--- config.mk ---
export PLATFORM = sky130hd
export DESIGN_NAME = issue_ctrl
export DESIGN_NICKNAME = d
export VERILOG_FILES = /design/src/rtl/issue_ctrl.sv
export SDC_FILE = /design/constraint.sdc
export NUM_CORES = 1
export LEC_CHECK = 0
export BUFFER_PORTS_ARGS = -buffer_cell sky130_fd_sc_hd__buf_2
export CORE_MARGIN = 5
export CORE_UTILIZATION = 45
export CTS_CLUSTER_DIAMETER = 200
export DETAILED_ROUTE_END_ITERATION = 10
export HOLD_SLACK_MARGIN = 0.03
export PLACE_DENSITY = 0.65
export SYNTH_ARGS = -nofsm -noshare
export SYNTH_HDL_FRONTEND = slang
export SYNTH_SLANG_ARGS = --single-unit
--- constraint.sdc ---
create_clock -name clk -period 4.1 [get_ports clk]
set_input_delay 0.205 -clock clk [delete_from_list [all_inputs] [get_ports clk]]
set_output_delay 0.205 -clock clk [all_outputs]
set_load 0.005 [all_outputs]
--- src/rtl/issue_ctrl.sv ---
`default_nettype none
// ============================================================================
// Module   : issue_ctrl
// Purpose  : In-order issue gate with a register scoreboard, outstanding-load
//            limit and fence drain.
// Revision : 1.0
// ============================================================================
module issue_ctrl #(
  parameter int MAX_INFLIGHT = 4
) (
  input  logic        clk,
  input  logic        rst,
  input  logic        dec_valid_i,
  input  logic [6:0]  opcode_i,
  input  logic [4:0]  rs1_i,
  input  logic [4:0]  rs2_i,
  input  logic [4:0]  rd_i,
  input  logic        ex_ready_i,
  input  logic        wb_valid_i,
  input  logic [4:0]  wb_rd_i,
  input  logic        flush_i,
  output logic        issue_o,
  output logic        stall_o,
  output logic [31:0] pending_o,
  output logic [3:0]  inflight_o
);

  localparam logic [3:0] c_MAX_INFL = 4'(MAX_INFLIGHT);

  typedef enum logic [0:0] {
    RUN   = 1'b0,
    DRAIN = 1'b1
  } state_t;

  state_t      r_state;
  state_t      w_state_nxt;
  logic [31:0] r_pending;
  logic [3:0]  r_inflight;

  logic        w_uses_rs1;
  logic        w_uses_rs2;
  logic        w_is_load;
  logic        w_is_fence;
  logic [31:0] w_wb_mask;
  logic [31:0] w_pend_eff;
  logic [31:0] w_set_mask;
  logic [31:0] w_pending_nxt;
  logic        w_wb_dec;
  logic [3:0]  w_inflight_eff;
  logic [3:0]  w_inflight_nxt;
  logic        w_hazard;
  logic        w_full;
  logic        w_issue;
  logic        w_load_issue;

  assign w_uses_rs1 = (opcode_i == 7'b0110011) || (opcode_i == 7'b0010011) ||
                      (opcode_i == 7'b0000011) || (opcode_i == 7'b0100011) ||
                      (opcode_i == 7'b1100011) || (opcode_i == 7'b1100111);
  assign w_uses_rs2 = (opcode_i == 7'b0110011) || (opcode_i == 7'b0100011) ||
                      (opcode_i == 7'b1100011);
  assign w_is_load  = (opcode_i == 7'b0000011);
  assign w_is_fence = (opcode_i == 7'b0001111);

  // A same-cycle writeback already resolves its register, so look through it.
  assign w_wb_mask  = wb_valid_i ? (32'd1 << wb_rd_i) : 32'd0;
  assign w_pend_eff = r_pending & ~w_wb_mask;

  assign w_wb_dec       = wb_valid_i && (r_inflight != 4'd0);
  assign w_inflight_eff = r_inflight - {3'b000, w_wb_dec};

  assign w_hazard = (w_uses_rs1 && (rs1_i != 5'd0) && w_pend_eff[rs1_i]) ||
                    (w_uses_rs2 && (rs2_i != 5'd0) && w_pend_eff[rs2_i]) ||
                    (w_is_load  && (rd_i  != 5'd0) && w_pend_eff[rd_i]);
  assign w_full   = w_is_load && (w_inflight_eff == c_MAX_INFL);

  always_comb begin
    w_state_nxt = r_state;
    w_issue     = 1'b0;
    case (r_state)
      RUN: begin
        w_issue = dec_valid_i && ex_ready_i && !flush_i && !w_hazard && !w_full &&
                  !(w_is_fence && (w_inflight_eff != 4'd0));
        if (dec_valid_i && w_is_fence && (w_inflight_eff != 4'd0) && !flush_i)
          w_state_nxt = DRAIN;
      end
      DRAIN: begin
        if ((w_inflight_eff == 4'd0) || flush_i)
          w_state_nxt = RUN;
      end
      default: w_state_nxt = RUN;
    endcase
  end

  // Gated by rst so the combinational outputs also drop during reset.
  assign issue_o = rst && w_issue;
  assign stall_o = rst && dec_valid_i && !w_issue && !flush_i;

  assign w_load_issue   = w_issue && w_is_load;
  assign w_set_mask     = (w_load_issue && (rd_i != 5'd0)) ? (32'd1 << rd_i) : 32'd0;
  assign w_pending_nxt  = ((r_pending & ~w_wb_mask) | w_set_mask) & ~32'd1;
  assign w_inflight_nxt = r_inflight + {3'b000, w_load_issue} - {3'b000, w_wb_dec};

  always_ff @(posedge clk or negedge rst) begin
    if (!rst) begin
      r_state    <= RUN;
      r_pending  <= 32'd0;
      r_inflight <= 4'd0;
    end else begin
      r_state    <= w_state_nxt;
      r_pending  <= w_pending_nxt;
      r_inflight <= w_inflight_nxt;
    end
  end

  assign pending_o  = r_pending;
  assign inflight_o = r_inflight;

endmodule
`default_nettype wire

==> results.md <==
Setup path:
- The worst setup path is captured at a flip-flop.
- The peak fanout along the critical path is 4.
- The class of the most critical setup path is reg -> reg.
- The startpoint of the worst register-to-register path is inflight_o[2]$_DFF_PN0_.
- The launching instance or port of the critical path is inflight_o[2]$_DFF_PN0_.
- STA puts the critical path data arrival time at between 3 and 4 ns.
- The startpoint type of the worst setup path is a flip-flop.
- The required time reported for the critical path endpoint is 4.29 ns.

Die:
- The die covers about 9000 µm².
- Row generation in the floorplan step produced 30 rows.
- The width of the die is 94.62 µm.
- The effective utilization at floorplan is 0.4690.
- The core region area is 6869 µm².
- During I/O placement, the number of pins put on the boundary was about 70.
- The floorplan step set the die height to about 95 µm.

Clock tree:
- CTS saw 36 sinks.
- The CTS clock-pin slew for the worst setup and hold paths is approximately 0.08 ns.
- The H-tree depth reported by CTS is 2.
- The later pin in the worst-skew pair is clocked with a latency of ~0.29 ns.
- The number of setup buffers added after CTS is 0.
- The number of cells upsized or downsized after cts is 0.
- The deepest clock path buffer count is 2.
- The number of buffers inserted by hold repair at cts is 0.
- Clock tree synthesis selected as its root buffer the cell sky130_fd_sc_hd__clkbuf_8.
- The TritonCTS clock tree is done.
- The number of CTS-inserted buffers is 5.

Detailed routing:
- Once detail routing completed, the nets flagged for antenna violations numbered 0.
- After detailed routing, the number of vias per cell comes to ~6.6.
- The mean routed wirelength per cell is 20.93 µm.
- The count of routing violations after the opening detailed-route iteration is between 500 and 600.
- The number of vias after detailed routing is ~3,500.
- The first-pass iteration count of the detailed router is 5.
- The remaining routing DRC violations is 0.
- Wires add up to ~11 mm.

Placement:
- The global placement routability congestion is between 0.9 and 1.
- Before CTS, the worst setup slack after placement is 0.5832 ns.
- The number of port buffers is 69.
- Detailed placement ended at an HPWL of between 8 and 9 mm.
- The cell area after placement is between 3000 and 4000 µm².

Synthesis:
- The average instance in the mapped netlist occupies a little over 8 µm².
- Counting flops with a built-in enable in the synthesized netlist gives 0.
- The synthesized netlist occupies a cell area of between 3000 and 4000 µm².
- The number of storage elements in the synthesis netlist is 36.
- Among all flip-flop cells after synthesis, the most frequent one is sky130_fd_sc_hd__dfrtp_1.
- The synthesized netlist cell count is about 400.
- The top-area cell type share of the netlist area is 0.2796.
- The number of nets handed over by synthesis was between 400 and 500.
- The part of the Yosys area used for sequential elements is 0.2796.
- The yosys synthesis warning count is 0.
- The biggest area contributor in the post-synthesis netlist is sky130_fd_sc_hd__dfrtp_1.
- Yosys attributes the largest share of cell area to sky130_fd_sc_hd__dfrtp_1 (28%), sky130_fd_sc_hd__o21ai_0 (7.6%), sky130_fd_sc_hd__mux2i_1 (5.0%), sky130_fd_sc_hd__o211ai_1 (3.5%), sky130_fd_sc_hd__o21ai_1 (3.3%).
- The async set-or-reset flop fraction in the synthesized netlist is 1.000.
- The number of unique standard cell types used by synthesis is 66.

Min path:
- The type of the worst min-delay path is in -> async.

Layout:
- From synthesis to final layout, the design area changed by 13.75%.
- The finished cells cover about 3700 µm².
- The ratio of cells with drive above 1 in the final layout is 0.2346.
- The most common library cell in the layout ignoring fill and taps is sky130_fd_sc_hd__buf_2.
- The final layout net count is 480.
- Leaving out fill and tap cells, the most frequent cells in the layout are sky130_fd_sc_hd__buf_2 (69), sky130_fd_sc_hd__o21ai_0 (49), sky130_fd_sc_hd__dfrtp_1 (36), sky130_fd_sc_hd__nand2_1 (25), sky130_fd_sc_hd__nor2_1 (24).
- The antenna diode count is 0.

Timing:
- The final number of max-transition violations was 0.
- The final critical path time including I/O delays and setup is 3.493 ns.
- In the post-route analysis, the smallest setup slack over all paths is 0.6066 ns.
- The total count of hold-check failures in the final report came to 0.
- The total negative slack for setup checks is 0 ns.
- The setup violation total in the final timing report is 0.
- The normalized max-slew margin is 0.4343.
- Setup repair after global routing left no endpoint under its margin.
- For this run, the top clock speed supported by timing is 0.2863 GHz.
- The transition time of the tightest slew-check pin is 0.8486 ns.
- The final cycle utilization of the critical path is 0.8520.
- The clock arrives with 0.006534 ns of skew.

Pwr:
- In this run the power density over the cells is between 200 and 300 nW/µm².
- VDD sags by at most 0.1992 mV.
- The leakage power summed over all cells is ~1.6 nW.

GRT:
- The largest net degree at the start of global routing is 39.
- The first global-routing pass estimated about 17 mm of wire.
- The number of antenna violations at the first check in global routing was 0.
- The global-route usage over all layers is 0.2513.
- The global-route congestion overflow total is 0.
- The via count of the first global-routing pass is roughly 3,400.

Flow run:
- Across the run, the number of max-cap violations was 0.

Outcome:
- The run finished with clean final reports.
-- worst max-delay path, cell delays in order, from the launching register on --
cell,delay (ns)
sky130_fd_sc_hd__dfrtp_1,0.38
sky130_fd_sc_hd__inv_1,0.10
sky130_fd_sc_hd__ha_1,0.21
sky130_fd_sc_hd__a31oi_1,0.21
sky130_fd_sc_hd__ha_1,0.20
sky130_fd_sc_hd__nor2b_1,0.05
sky130_fd_sc_hd__or3_1,0.32
sky130_fd_sc_hd__and4b_1,0.19
sky130_fd_sc_hd__o211ai_1,0.16
sky130_fd_sc_hd__nand3_1,0.12
sky130_fd_sc_hd__nor2_1,0.16
sky130_fd_sc_hd__nand4_1,0.14
sky130_fd_sc_hd__ha_1,0.31
sky130_fd_sc_hd__inv_1,0.06
sky130_fd_sc_hd__ha_1,0.15
sky130_fd_sc_hd__inv_1,0.06
sky130_fd_sc_hd__fa_1,0.40
sky130_fd_sc_hd__xor2_1,0.17
-- stage by stage --
| stage | cells | power (mW) | utilization | hold slack, ns |
|---|---|---|---|---|
| 2_1_floorplan | 393 | 0.6247 | - | -0.09059 |
| 3_3_place_gp | 527 | 0.7219 | 0.5193 | 0.3509 |
| 3_5_place_dp | 527 | 0.7284 | 0.5193 | 0.3684 |
| 4_1_cts | 535 | 1.005 | 0.5335 | 0.04934 |
| 5_1_grt | 535 | 1.072 | 0.5335 | 0.1022 |
| 6_report | 535 | 0.9993 | 0.5335 | 0.01627 |
-- sequential cells by signal (all words and copies together) (netlist names) --
signal / count
pending_o: 31
inflight_o: 4
r_state: 1
-- cells in the mapped netlist, drive strengths merged, types with 3 or more instances --
master	instances
o21ai	71
dfrtp	36
clkbuf	25
nand2	25
nor2	24
mux2i	16
inv	15
o211ai	15
nand3	14
nor3	11
buf	10
nor2b	10
mux2	9
ha	8
a21oi	7
nand2b	7
nand4	6
o311ai	5
a32oi	4
mux4	4
nand4bb	4
nor3b	4
nor4	4
o31ai	4
xor2	4
a31oi	3
nand4b	3
o2111ai	3
o311a	3
xnor2	3
-- metal layers --
layer | GRT usage | share of wire | vias up
met5 | 0 | 0 | -
met4 | 0.1106 | 0.035 | 0
met3 | 0.06056 | 0.11 | 52
met2 | 0.3840 | 0.45 | 258
met1 | 0.3365 | 0.40 | 1651
li1 | - | - | 1571
-- cell type report --
class                      count  area (µm²)
clock buffer                   6       82.58
fill                         695        3204
tap                           96       120.1
inverter                      15       56.30
multi-input combinational    307        2115
clock inverter                 2       15.01
sequential                    36       900.9
timing repair buffer          73       375.4
-- worst paths after layout --
path / endpoint / slack [ns] / cells past startpoint
worst max-delay path: inflight_o[2]$_DFF_PN0_ / 0.61 / 17
worst min-delay path: pending_o[23]$_DFF_PN0_ / 0.02 / 1
worst max register to register: inflight_o[2]$_DFF_PN0_ / 0.61 / 17
worst min register to register: inflight_o[0]$_DFF_PN0_ / 0.56 / 1
max in group asynchronous: r_state$_DFF_PN0_ / 3.56 / 1
min in group clk: r_state$_DFF_PN0_ / 0.22 / 3
-- kinds of logic (layout without fill, tap and decap cells) --
group                    Yosys count  count (layout)  share of synthesized area
XOR/XNOR                           7               7                    0.01903
flip-flops                        36              36                     0.2796
buffers and inverters             50              96                    0.06408
multiplexers                      29              29                     0.1091
other                              1               1                   0.001164
AND/OR/NAND/NOR                  128             128                     0.2229
AO/OA/AOI/OAI                    133             133                     0.2668
adder cells (fa/ha/maj)            9               9                    0.03728
-- report_power, final --
group / leakage (nW) / total, mW / internal [mW] / switching (mW)
Clock: 0.0434 / 0.278 / 0.136 / 0.142
Combinational: 1.03 / 0.318 / 0.125 / 0.193
Sequential: 0.494 / 0.403 / 0.379 / 0.0233
Power figures use the tool's default switching activity.
